$ cat config.mk
export PLATFORM = sky130hd
export DESIGN_NAME = div_unit
export DESIGN_NICKNAME = d
export VERILOG_FILES = /design/src/rtl/div_unit.sv
export SDC_FILE = /design/constraint.sdc
export NUM_CORES = 1
export LEC_CHECK = 0
export ABC_AREA = 0
export CAP_MARGIN = 20
export CORE_ASPECT_RATIO = 1.2
export CORE_MARGIN = 2
export CORE_UTILIZATION = 30
export DETAILED_ROUTE_END_ITERATION = 10
export GPL_ROUTABILITY_DRIVEN = 1
export PLACE_DENSITY = 0.5
export SLEW_MARGIN = 15
export SYNTH_ARGS = -nofsm -noshare
export SYNTH_HDL_FRONTEND = slang
export SYNTH_SLANG_ARGS = --single-unit
$ cat constraint.sdc
create_clock -name clk -period 5.4 [get_ports clk]
set_input_delay 0.81 -clock clk [delete_from_list [all_inputs] [get_ports clk]]
set_output_delay 0.81 -clock clk [all_outputs]
set_load 0.02 [all_outputs]
$ cat src/rtl/div_unit.sv
// div_unit: multi-cycle radix-2 restoring divider used by EX for DIV/DIVU.
// Returns {remainder, quotient} on result_o with ready_o; operands are held
// by EX while start_i is high and are only sampled while the unit is FREE.
//
// Ports:
//   clk, rst        rising-edge clock, synchronous active-high reset
//   signed_div_i    1 = two's complement divide, 0 = unsigned
//   opdata1_i       dividend
//   opdata2_i       divisor
//   start_i         request, held until ready_o is seen
//   annul_i         cancel the in-flight division
//   result_o        {remainder, quotient}, registered
//   ready_o         result_o valid, registered
module div_unit #(
    parameter int unsigned DATA_W = 32,
    parameter int unsigned CNT_W  = 6
) (
    input  logic                  clk,
    input  logic                  rst,
    input  logic                  signed_div_i,
    input  logic [DATA_W-1:0]     opdata1_i,
    input  logic [DATA_W-1:0]     opdata2_i,
    input  logic                  start_i,
    input  logic                  annul_i,
    output logic [2*DATA_W-1:0]   result_o,
    output logic                  ready_o
);

    localparam int unsigned WORK_W = 2 * DATA_W + 1;
    localparam int unsigned DIFF_W = DATA_W + 2;

    localparam logic [1:0] S_FREE   = 2'd0;
    localparam logic [1:0] S_BYZERO = 2'd1;
    localparam logic [1:0] S_ON     = 2'd2;
    localparam logic [1:0] S_END    = 2'd3;

    logic [1:0]            state_q,  state_d;
    logic [CNT_W-1:0]      cnt_q,    cnt_d;
    logic [WORK_W-1:0]     work_q,   work_d;
    logic [DATA_W-1:0]     dvsr_q,   dvsr_d;
    logic                  sign_a_q, sign_a_d;
    logic                  sign_b_q, sign_b_d;
    logic                  sgn_q,    sgn_d;
    logic [2*DATA_W-1:0]   result_d;
    logic                  ready_d;

    // Operand magnitudes as presented at the ports
    logic [DATA_W-1:0]     abs1_c, abs2_c;
    // One restoring iteration on the current work register
    logic [WORK_W-1:0]     shifted_c;
    logic [DIFF_W-1:0]     diff_c;
    logic [WORK_W-1:0]     work_iter_c;
    // Sign-corrected final values
    logic [DATA_W-1:0]     quot_c, rem_c, quot_fix_c, rem_fix_c;

    always_comb begin
        abs1_c = (signed_div_i && opdata1_i[DATA_W-1]) ? -opdata1_i : opdata1_i;
        abs2_c = (signed_div_i && opdata2_i[DATA_W-1]) ? -opdata2_i : opdata2_i;

        shifted_c = work_q << 1;
        diff_c    = {1'b0, shifted_c[WORK_W-1:DATA_W]} - {2'b00, dvsr_q};
        // Negative trial difference means restore (keep the shifted value, LSB 0)
        if (diff_c[DIFF_W-1]) begin
            work_iter_c = shifted_c;
        end else begin
            work_iter_c = {diff_c[DATA_W:0], shifted_c[DATA_W-1:1], 1'b1};
        end

        quot_c     = work_q[DATA_W-1:0];
        rem_c      = work_q[2*DATA_W-1:DATA_W];
        quot_fix_c = (sgn_q && (sign_a_q ^ sign_b_q)) ? -quot_c : quot_c;
        rem_fix_c  = (sgn_q && sign_a_q) ? -rem_c : rem_c;
    end

    // Next-state and registered-output logic
    always_comb begin
        state_d  = state_q;
        cnt_d    = cnt_q;
        work_d   = work_q;
        dvsr_d   = dvsr_q;
        sign_a_d = sign_a_q;
        sign_b_d = sign_b_q;
        sgn_d    = sgn_q;
        result_d = result_o;
        ready_d  = ready_o;

        case (state_q)
            S_FREE: begin
                ready_d  = 1'b0;
                result_d = '0;
                if (start_i && !annul_i) begin
                    if (opdata2_i == '0) begin
                        state_d = S_BYZERO;
                    end else begin
                        state_d  = S_ON;
                        dvsr_d   = abs2_c;
                        sign_a_d = opdata1_i[DATA_W-1];
                        sign_b_d = opdata2_i[DATA_W-1];
                        sgn_d    = signed_div_i;
                        cnt_d    = '0;
                        work_d   = {{(DATA_W+1){1'b0}}, abs1_c};
                    end
                end
            end
            S_BYZERO: begin
                state_d  = S_END;
                result_d = '0;
                ready_d  = 1'b1;
            end
            S_ON: begin
                if (annul_i) begin
                    state_d  = S_FREE;
                    ready_d  = 1'b0;
                    result_d = '0;
                end else if (cnt_q != CNT_W'(DATA_W)) begin
                    work_d = work_iter_c;
                    cnt_d  = cnt_q + CNT_W'(1);
                end else begin
                    result_d = {rem_fix_c, quot_fix_c};
                    ready_d  = 1'b1;
                    state_d  = S_END;
                end
            end
            S_END: begin
                // Result is held only while EX keeps the request up
                if (!start_i || annul_i) begin
                    state_d  = S_FREE;
                    ready_d  = 1'b0;
                    result_d = '0;
                end
            end
            default: begin
                state_d  = S_FREE;
                ready_d  = 1'b0;
                result_d = '0;
            end
        endcase
    end

    // State and output registers
    always_ff @(posedge clk) begin
        if (rst) begin
            state_q  <= S_FREE;
            cnt_q    <= '0;
            work_q   <= '0;
            dvsr_q   <= '0;
            sign_a_q <= 1'b0;
            sign_b_q <= 1'b0;
            sgn_q    <= 1'b0;
            result_o <= '0;
            ready_o  <= 1'b0;
        end else begin
            state_q  <= state_d;
            cnt_q    <= cnt_d;
            work_q   <= work_d;
            dvsr_q   <= dvsr_d;
            sign_a_q <= sign_a_d;
            sign_b_q <= sign_b_d;
            sgn_q    <= sgn_d;
            result_o <= result_d;
            ready_o  <= ready_d;
        end
    end

endmodule
# After elaboration in Yosys (flattened, before gate mapping)
# Cells that the tools add are included.
# totals
output_inout_bits	65
wordCells	72
in_bits	69
ff_bits	172
# op_classes
n_addsub	6
muxes	29
reduce_logical	16
bitwise_logic	2
n_eq_ne	10
# ops
cell	n
64-bit 2-to-1 mux	8
64-bit one-hot mux with 3 select lines	1
32-bit 2-to-1 mux	4
32-bit negator	4
64-bit one-hot mux with 2 select lines	1
33-bit by 32-bit subtractor with 34-bit output	1
32-bit zero test	1
6-bit 2-to-1 mux	4
6-bit one-hot mux with 2 select lines	1
2-bit 2-to-1 mux	5
2-bit inequality test, second input constant	5
2-bit one-hot mux with 4 select lines	1
6-bit by 1-bit adder with 6-bit output, second input constant	1
6-bit inequality test, second input constant	1
3-bit AND reduction	2
1-bit logical AND	5
5-bit AND reduction	1
2-bit equality test, second input constant	2
1-bit one-hot mux with 4 select lines	1
1-bit 2-to-1 mux	3
3-bit inequality test, second input constant	1
2-bit by 1-bit equality test with 1-bit output, second input constant	1
1-bit zero test	2
2-bit zero test	1
other kinds (6)	6

# Depth between registers and ports, before layout
# Gate-level depths: netlist of run 1.
# logic_depth
ltp_word	6
mapped_depth	13
ltp_nobuf	12

# Least setup slack after synthesis of run 1
# OpenSTA, ideal clock, no wires.
# synth_path
path_type	input port to flip-flop
startpoint	input opdata2_i[6]
endpoint	register cnt_q[5]
setup_ns	0.132
path_buffers	2
stages	10
required_ns	5.268
arrival_ns	3.245
path_slack_ns	2.023
path_cell_list	or4_4 -> or3_1 -> or4_1 -> buf_2 -> or3_4 -> and2_4 -> buf_6 -> nand4_1 -> xor2_1 -> nor3_1
# synth_via
elab_chain_len	3
# synth_rtl
element	line	rtl
from (decl)	22	input logic [DATA_W-1:0] opdata2_i,
32-bit zero test	92	if (opdata2_i == '0) begin
2-bit inequality test (no source line)	--	
5-bit AND reduction (no source line)	--	
to (signal assigned)	154	cnt_q <= cnt_d;
to (decl)	38	logic [CNT_W-1:0] cnt_q, cnt_d;
# No other way between the ends.
# A chain may end at the register's enable or synchronous reset.

# Final worst setup path of run 1
# layout_path
startpoint	input opdata2_i[6]
endpoint	register work_q[60]
# layout_via
elab_chain_len	3
# layout_rtl
element	line	rtl
32-bit zero test	92	
2-bit inequality test (no source line)	--	
5-bit AND reduction (no source line)	--	
to (signal assigned)	155	work_q <= work_d;
to (decl)	39	logic [WORK_W-1:0] work_q, work_d;
# No other way between the ends.

==> results by group, run 1 <==
Pwr
  • Clk network pwr share: 0.287
  • P_sw: 1.66 mW
  • Pwr/cell area: 323 nW/µm²
  • Worst IR Drop VDD: around 0.23 mV
  • Switching share of power: 0.388
  • Register share of total power: 0.348
  • P_leak: 4.84 nW
  • Comb power frac: 0.365
  • Pint: ~2.6 mW
  • Total power: between 4 and 5 mW

Job
  • Number of max-cap violations: 0

Worst setup path
  • Worst R2R End: work_q[60]
  • CP top delay family: simple AND/OR/NAND/NOR gates
  • Worst path slowest cell: or4_1
  • Critical path startpoint category: primary input
  • Cells on worst reg2reg path: 12
  • Worst path bufs/invs: 1
  • Max incr delay on CP: about 0.63 ns
  • Reg2reg setup slack: 1.72 ns
  • Critical register-to-register path startpoint: work_q[31]
  • CP Cell Sequence: clkdlybuf4s50_1 > or4_4 > or3_1 > or4_1 > or3_4 > and2_4 > nor2_4 > a32oi_1 > o21ai_0
  • Critical path fanouts, max: 39
  • Data required time of the worst path: 5.75 ns
  • Critical path endpoint category: register
  • Crit. path cell count: 9
  • CP arrival: 4.46 ns
  • Crit path kind: primary input to register

Layout
  • Most frequent cells in the layout: 199 x nand2_1, 172 x dfxtp_1, 141 x nor2_1
  • Layout cell share with drive strength beyond 1: 0.0391
  • Layout area overhead: 20.2%
  • Antenna cell count: 0
  • # nets final: ~1700
  • Most common cell after layout, fill and taps aside: nand2_1

Floorplan
  • Initial Util: 0.306
  • Die Span X: 179 µm
  • Ports: 134
  • Total core area: 36000 µm²
  • Chip Height: 214 µm
  • Site Rows: between 70 and 80
  • DIE AREA: 38300 µm²

Clock tree
  • Worst-case clock buffer depth: 2
  • PostCTS Resize Cnt: 0
  • Clock Sinks: 172
  • CTS H-tree lvls: 4
  • Skew-Pair Late Insertion Delay: 0.43 ns
  • Setup bufs post-CTS: 0
  • Clock transition at path regs: approximately 0.060 ns
  • CTS tree: yes
  • CTS Buf Count: 17
  • Clk root buf: clkbuf_16
  • Hold Buf Count CTS: 0

Logic synthesis
  • Sequential element share of the synthesized area: 0.312
  • EDFF count, synth: 0
  • Syn Inst Count: 1472
  • #FFs+latches synth: 172
  • Syn Nets: 1584
  • Mean Syn Cell Area: 7.49 µm²
  • Yosys warnings: 0
  • Ys flop type: dfxtp_1
  • Post-synth cell types: 63
  • Async set-reset flop share out of synthesis: 0
  • Cell area after synthesis: approximately 11000 µm²

Routing
  • Drt via density: roughly 5.2
  • Final ANT Viol Nets: 0
  • Post-Route WL: 35.3 mm
  • Drt initial violations: 601
  • DRC violations left: 0
  • DRT Pass-1 Iters: 5
  • Via count: 10445
  • Wirelength per Cell: 17.4 µm

Status
  • Status: complete, no violations

Placed design
  • Routability Congestion: 0.883
  • IO Port Bufs: around 130
  • DP HPWL: 27.6 mm

Timing
  • Post-route minimum period: 4.11 ns
  • Worst slew pin tran: 0.876 ns
  • Final Hold Viols: 0
  • Max-slew violations: 0
  • Final period utilization: 0.762
  • Fin Setup TNS: 0 ns
  • Max Fclk: between 0.2 and 0.25 GHz
  • Final setup violation count: 0
  • RSZ-0062 raised after global routing: false
  • Clock skew: a little over 0.009 ns
  • Slew HR: 0.416

Global routing
  • Vias in the first global route: 9873
  • Initial antenna violation count: 0
  • Largest net degree at the start of global routing: about 70
  • Overflow after GRT: 0
  • Global Route Usage Sum: 0.182
  • First-pass GRT wire length: ~55 mm

Min path
  • Hold Path Sink: result_o[27]
  • Worst hold path startpoint: result_o[27]
  • Hold path depth: 2
  • Min-delay worst type: register to register
[through the flow]
stage / setup slack, ns / hold WS (ns) / cells / area, µm² / util
final: 1.29 / 0.452 / 2028 / 13300 / 0.368
after global routing: 1.12 / 0.477 / 2028 / 13300 / 0.368
after CTS: 1.28 / 0.455 / 2027 / 13300 / 0.368
after detailed placement: 0.817 / 0.442 / 1996 / 12700 / 0.352
after global placement: 0.859 / 0.437 / 1996 / 12700 / 0.352
after floorplan: 2.02 / 0.432 / 1472 / 11000 / -
[metal layers]
metal / vias up / part of all wire / global-route usage / routed length [µm]
met2: 228 / 0.50 / 0.321 / 17600
met1: 4855 / 0.44 / 0.224 / 15400
met3: 43 / 0.038 / 0.0262 / 1350
met4: 0 / 0.026 / 0.0621 / 929
met5: - / 0 / 0 / 0
li1: 5319 / - / - / -
[worst max-delay path by stage]
stage                             from         end
after floorplan           opdata2_i[6]    cnt_q[5]
after global placement    opdata2_i[6]  work_q[32]
after detailed placement  opdata2_i[6]  work_q[60]
after CTS                 opdata2_i[6]  work_q[60]
after global routing      opdata2_i[6]  work_q[54]
final                     opdata2_i[6]  work_q[60]
[layout make-up]
type                    count  area [µm²]
clock buffers              18         429
clock inverters            13         145
fillers                  3770       22800
inverters                  58         218
multi-input cells        1151        7000
flip-flops and latches    172        3440
well taps                 468         586
repair buffers            148        1440
[worst min-delay path, delay by kind of cell (launching register included)]
kind,cells,cell delay (ns)
flops,1,0.33
simple gates,1,0.04
compound gates,1,0.05
[power by group through the flow]
stage	registers [mW]	logic [mW]	clock network [mW]
detailed placement	1.52	1.56	0
finish	1.49	1.56	1.23
global placement	1.52	1.55	0
floorplan	1.47	1.16	0
CTS	1.49	1.56	1.26
global route	1.50	1.73	1.30
[synthesized netlist by cell type (19+ instances only)]
| master | n | area share |
|---|---|---|
| nand2_1 | 199 | 0.068 |
| inv_1 | 58 | 0.020 |
| xnor2_1 | 84 | 0.067 |
| a211oi_1 | 34 | 0.023 |
| a21o_1 | 21 | 0.014 |
| a21oi_1 | 120 | 0.054 |
| o21ai_0 | 133 | 0.060 |
| nand3_1 | 19 | 0.0086 |
| nor3_1 | 51 | 0.023 |
| o31ai_1 | 21 | 0.014 |
| ha_1 | 42 | 0.048 |
| clkbuf_1 | 66 | 0.022 |
| xor2_1 | 65 | 0.052 |
| dfxtp_1 | 172 | 0.31 |
| a22oi_1 | 20 | 0.014 |
| mux2i_1 | 20 | 0.018 |
| nor2_1 | 141 | 0.048 |
[cells by family (layout without fill, tap and decap cells)]
| group | after synthesis | after routing | synth area share |
|---|---|---|---|
| simple gates | 511 | 511 | 0.209 |
| xor+xnor | 149 | 149 | 0.118 |
| flops | 172 | 172 | 0.312 |
| compound gates | 427 | 427 | 0.237 |
| mux | 21 | 21 | 0.0192 |
| fa+ha+maj | 43 | 43 | 0.0494 |
| buf+inv | 149 | 237 | 0.0552 |
[registers in the layout (all words and copies together), names as in the netlist]
register and count:
state_q 2, result_o 64, ready_o 1, cnt_q 6, sgn_q 1, dvsr_q 32, sign_a_q 1, sign_b_q 1
work_q 64
Note: power is estimated with default switching activity, not from simulation.
==> run 2: changes to the inputs <==
clock period = 3.8 ns   (was 5.4 ns; I/O delays follow)
==> results by group, run 2 (synthesized netlist as in run 1, its figures left out) <==
Pwr
  • Comb power frac: 0.370 (was 0.365)
  • Worst IR Drop VDD: 0.346 mV (was 0.233 mV)
  • Clk network pwr share: 0.290 (was 0.287)
  • Register share of total power: 0.339 (was 0.348)
  • P_sw: 2.35 mW (was 1.66 mW)
  • Pint: 3.88 mW (was 2.62 mW)
  • P_leak: 5.01 nW (was 4.84 nW)
  • Pwr/cell area: 460 nW/µm² (was 323 nW/µm²)
  • Switching share of power: 0.378 (was 0.388)

Timing
  • Post-route minimum period: between 3 and 4 ns
  • Setup ws final: 0.284 ns (was 1.29 ns)
  • Worst slew pin tran: 0.897 ns (was 0.876 ns)
  • Max Fclk: 0.284 GHz
  • Clock skew: 0.0116 ns (was 0.00914 ns)
  • Slew HR: 0.401 (was 0.416)
  • Final Hold Viols: 0 (unchanged)
  • RSZ-0062 raised after global routing: false (unchanged)
  • Final setup violation count: 0 (unchanged)
  • Max-slew violations: 0 (unchanged)
  • Final period utilization: 0.925
  • Fin Setup TNS: 0 ns (unchanged)

Global routing
  • First-pass GRT wire length: 55.9 mm (was 55.0 mm)
  • Initial antenna violation count: 0 (unchanged)
  • Vias in the first global route: 10008 (was 9873)
  • Largest net degree at the start of global routing: 65 (was 72)
  • Global Route Usage Sum: 0.186 (was 0.182)
  • Overflow after GRT: 0 (unchanged)

Routing
  • DRC violations left: 0 (unchanged)
  • DRT Pass-1 Iters: 5 (unchanged)
  • Post-Route WL: 35.5 mm (was 35.3 mm)
  • Drt via density: 5.10 (was 5.15)
  • Wirelength per Cell: 17.3 µm (was 17.4 µm)
  • Final ANT Viol Nets: 0 (unchanged)
  • Drt initial violations: 617 (was 601)
  • Via count: 10478 (was 10445)

Clock tree
  • CTS Buf Count: 17 (unchanged)
  • Clock Sinks: 172 (unchanged)
  • Clk root buf: clkbuf_16 (unchanged)
  • Setup bufs post-CTS: 0 (unchanged)
  • Worst-case clock buffer depth: 2 (unchanged)
  • Skew-Pair Late Insertion Delay: 0.44 ns (was 0.43 ns)
  • CTS tree: yes (unchanged)
  • Clock transition at path regs: 0.07 ns (was 0.06 ns)
  • Hold Buf Count CTS: 0 (unchanged)
  • CTS H-tree lvls: 4 (unchanged)
  • PostCTS Resize Cnt: 0 (unchanged)

Placed design
  • IO Port Bufs: 133 (unchanged)
  • Area after DPL: 13000 µm² (was 12700 µm²)
  • Routability Congestion: 0.866 (was 0.883)
  • DP HPWL: 28.2 mm (was 27.6 mm)
  • Dpl ws: 0.0491 ns (was 0.817 ns)

Layout
  • FILL cells: 3772 (was 3770)
  • Antenna cell count: 0 (unchanged)
  • Most common cell after layout, fill and taps aside: nand2_1 (unchanged)
  • Most frequent cells in the layout: 199 x nand2_1, 172 x dfxtp_1, 141 x nor2_1 (unchanged)
  • # nets final: 1688 (was 1660)
  • Top Registers: result_o (64), work_q (64), dvsr_q (32) (unchanged)
  • Final instance area: 13600 µm² (was 13300 µm²)
  • Layout cell share with drive strength beyond 1: 0.0560 (was 0.0391)
  • Layout area overhead: 22.9% (was 20.2%)

Worst setup path
  • CP top delay family: compound AO/OA/AOI/OAI gates (was simple AND/OR/NAND/NOR gates)
  • Worst path bufs/invs: 2 (was 1)
  • Max incr delay on CP: 0.69 ns (was 0.63 ns)
  • CP Cell Sequence: inv_1 > ha_1 > inv_1 > fa_1 > a211o_1 > a211o_1 > a2111oi_0 > o31ai_1 > a21oi_1 > o41ai_1 > xnor2_1 > o21ai_0 (was clkdlybuf4s50_1 > or4_4 > or3_1 > or4_1 > or3_4 > and2_4 > nor2_4 > a32oi_1 > o21ai_0)
  • Crit path kind: register to register (was primary input to register)
  • Data required time of the worst path: 4.12 ns (was 5.75 ns)
  • CP arrival: 3.84 ns (was 4.46 ns)
  • Critical path endpoint category: register (unchanged)
  • Worst path slowest cell: a2111oi_0 (was or4_1)
  • Critical path fanouts, max: 3 (was 39)
  • Critical path startpoint category: register (was primary input)

Floorplan
  • Die Span X: 179 µm (unchanged)
  • Initial Util: 0.306 (unchanged)
  • Total core area: 36000 µm² (unchanged)
  • DIE AREA: 38300 µm² (unchanged)
  • Site Rows: 76 (unchanged)
  • Chip Height: 214 µm (unchanged)
  • Ports: 134 (unchanged)

Status
  • Status: complete, no violations (unchanged)

Min path
  • Min-delay worst type: register to register (unchanged)

Job
  • Number of max-cap violations: 0 (unchanged)
-- run 2: cell count changes in the layout (fill, tap and decap cells not counted) --
cell,before,now
nor2b_4,1,0
inv_6,2,0
nor2b_2,0,1
clkinv_4,4,1
clkinv_2,2,3
buf_12,0,5
clkinvlp_4,3,4
bufinv_16,2,3
clkbuf_8,0,2
buf_4,16,39
-- run 2: metal layers --
layer / GRT usage / vias to the layer above / part of all wire
met1: 0.234 / 4851 / 0.44
met3: 0.0271 / 34 / 0.037
met5: 0 / - / 0
met2: 0.329 / 220 / 0.50
li1: - / 5373 / -
met4: 0.0507 / 0 / 0.019
-- run 2: path summary, 6_finish.rpt --
| kind | startpoint | to | slack (ns) | depth (start not counted) |
|---|---|---|---|---|
| setup / recovery | work_q[31] | work_q[60] | 0.28 | 12 |
| hold / removal | result_o[18] | result_o[18] | 0.45 | 2 |
| hold reg to reg | result_o[18] | result_o[18] | 0.45 | 2 |
| setup reg to reg | work_q[31] | work_q[60] | 0.28 | 12 |
-- run 2: power by group through the flow --
stage	logic, mW	registers (mW)	clock network (mW)
floorplan	1.65	2.10	0
global placement	2.30	2.16	0
detailed placement	2.31	2.16	0
CTS	2.32	2.12	1.85
global route	2.58	2.13	1.91
finish	2.31	2.11	1.81
-- run 2: worst reg2reg max path: cells and delay by family (launching register included) --
kind	cells	cell delay, ns
xor+xnor	1	0.19
flops	1	0.31
compound gates	7	2.14
buf+inv	2	0.16
fa+ha+maj	2	0.61
-- run 2: final cells by class --
type	instances	area, µm²	share of cell area
Tap cell	468	586	0.0432
Clock buffer	20	457	0.0337
Inverter	58	218	0.0161
Sequential cell	172	3440	0.254
Timing Repair Buffer	176	1710	0.126
Multi-Input combinational cell	1151	7000	0.516
Clock inverter	11	144	0.0106
-- run 2: through the flow --
step | hold WS (ns) | util | power, mW | instances
final | 0.449 | 0.376 | 6.23 | 2056
after floorplan | 0.432 | - | 3.75 | 1472
after CTS | 0.457 | 0.376 | 6.29 | 2056
after global routing | 0.477 | 0.376 | 6.62 | 2056
after detailed placement | 0.443 | 0.360 | 4.47 | 2025
after global placement | 0.436 | 0.360 | 4.46 | 2025
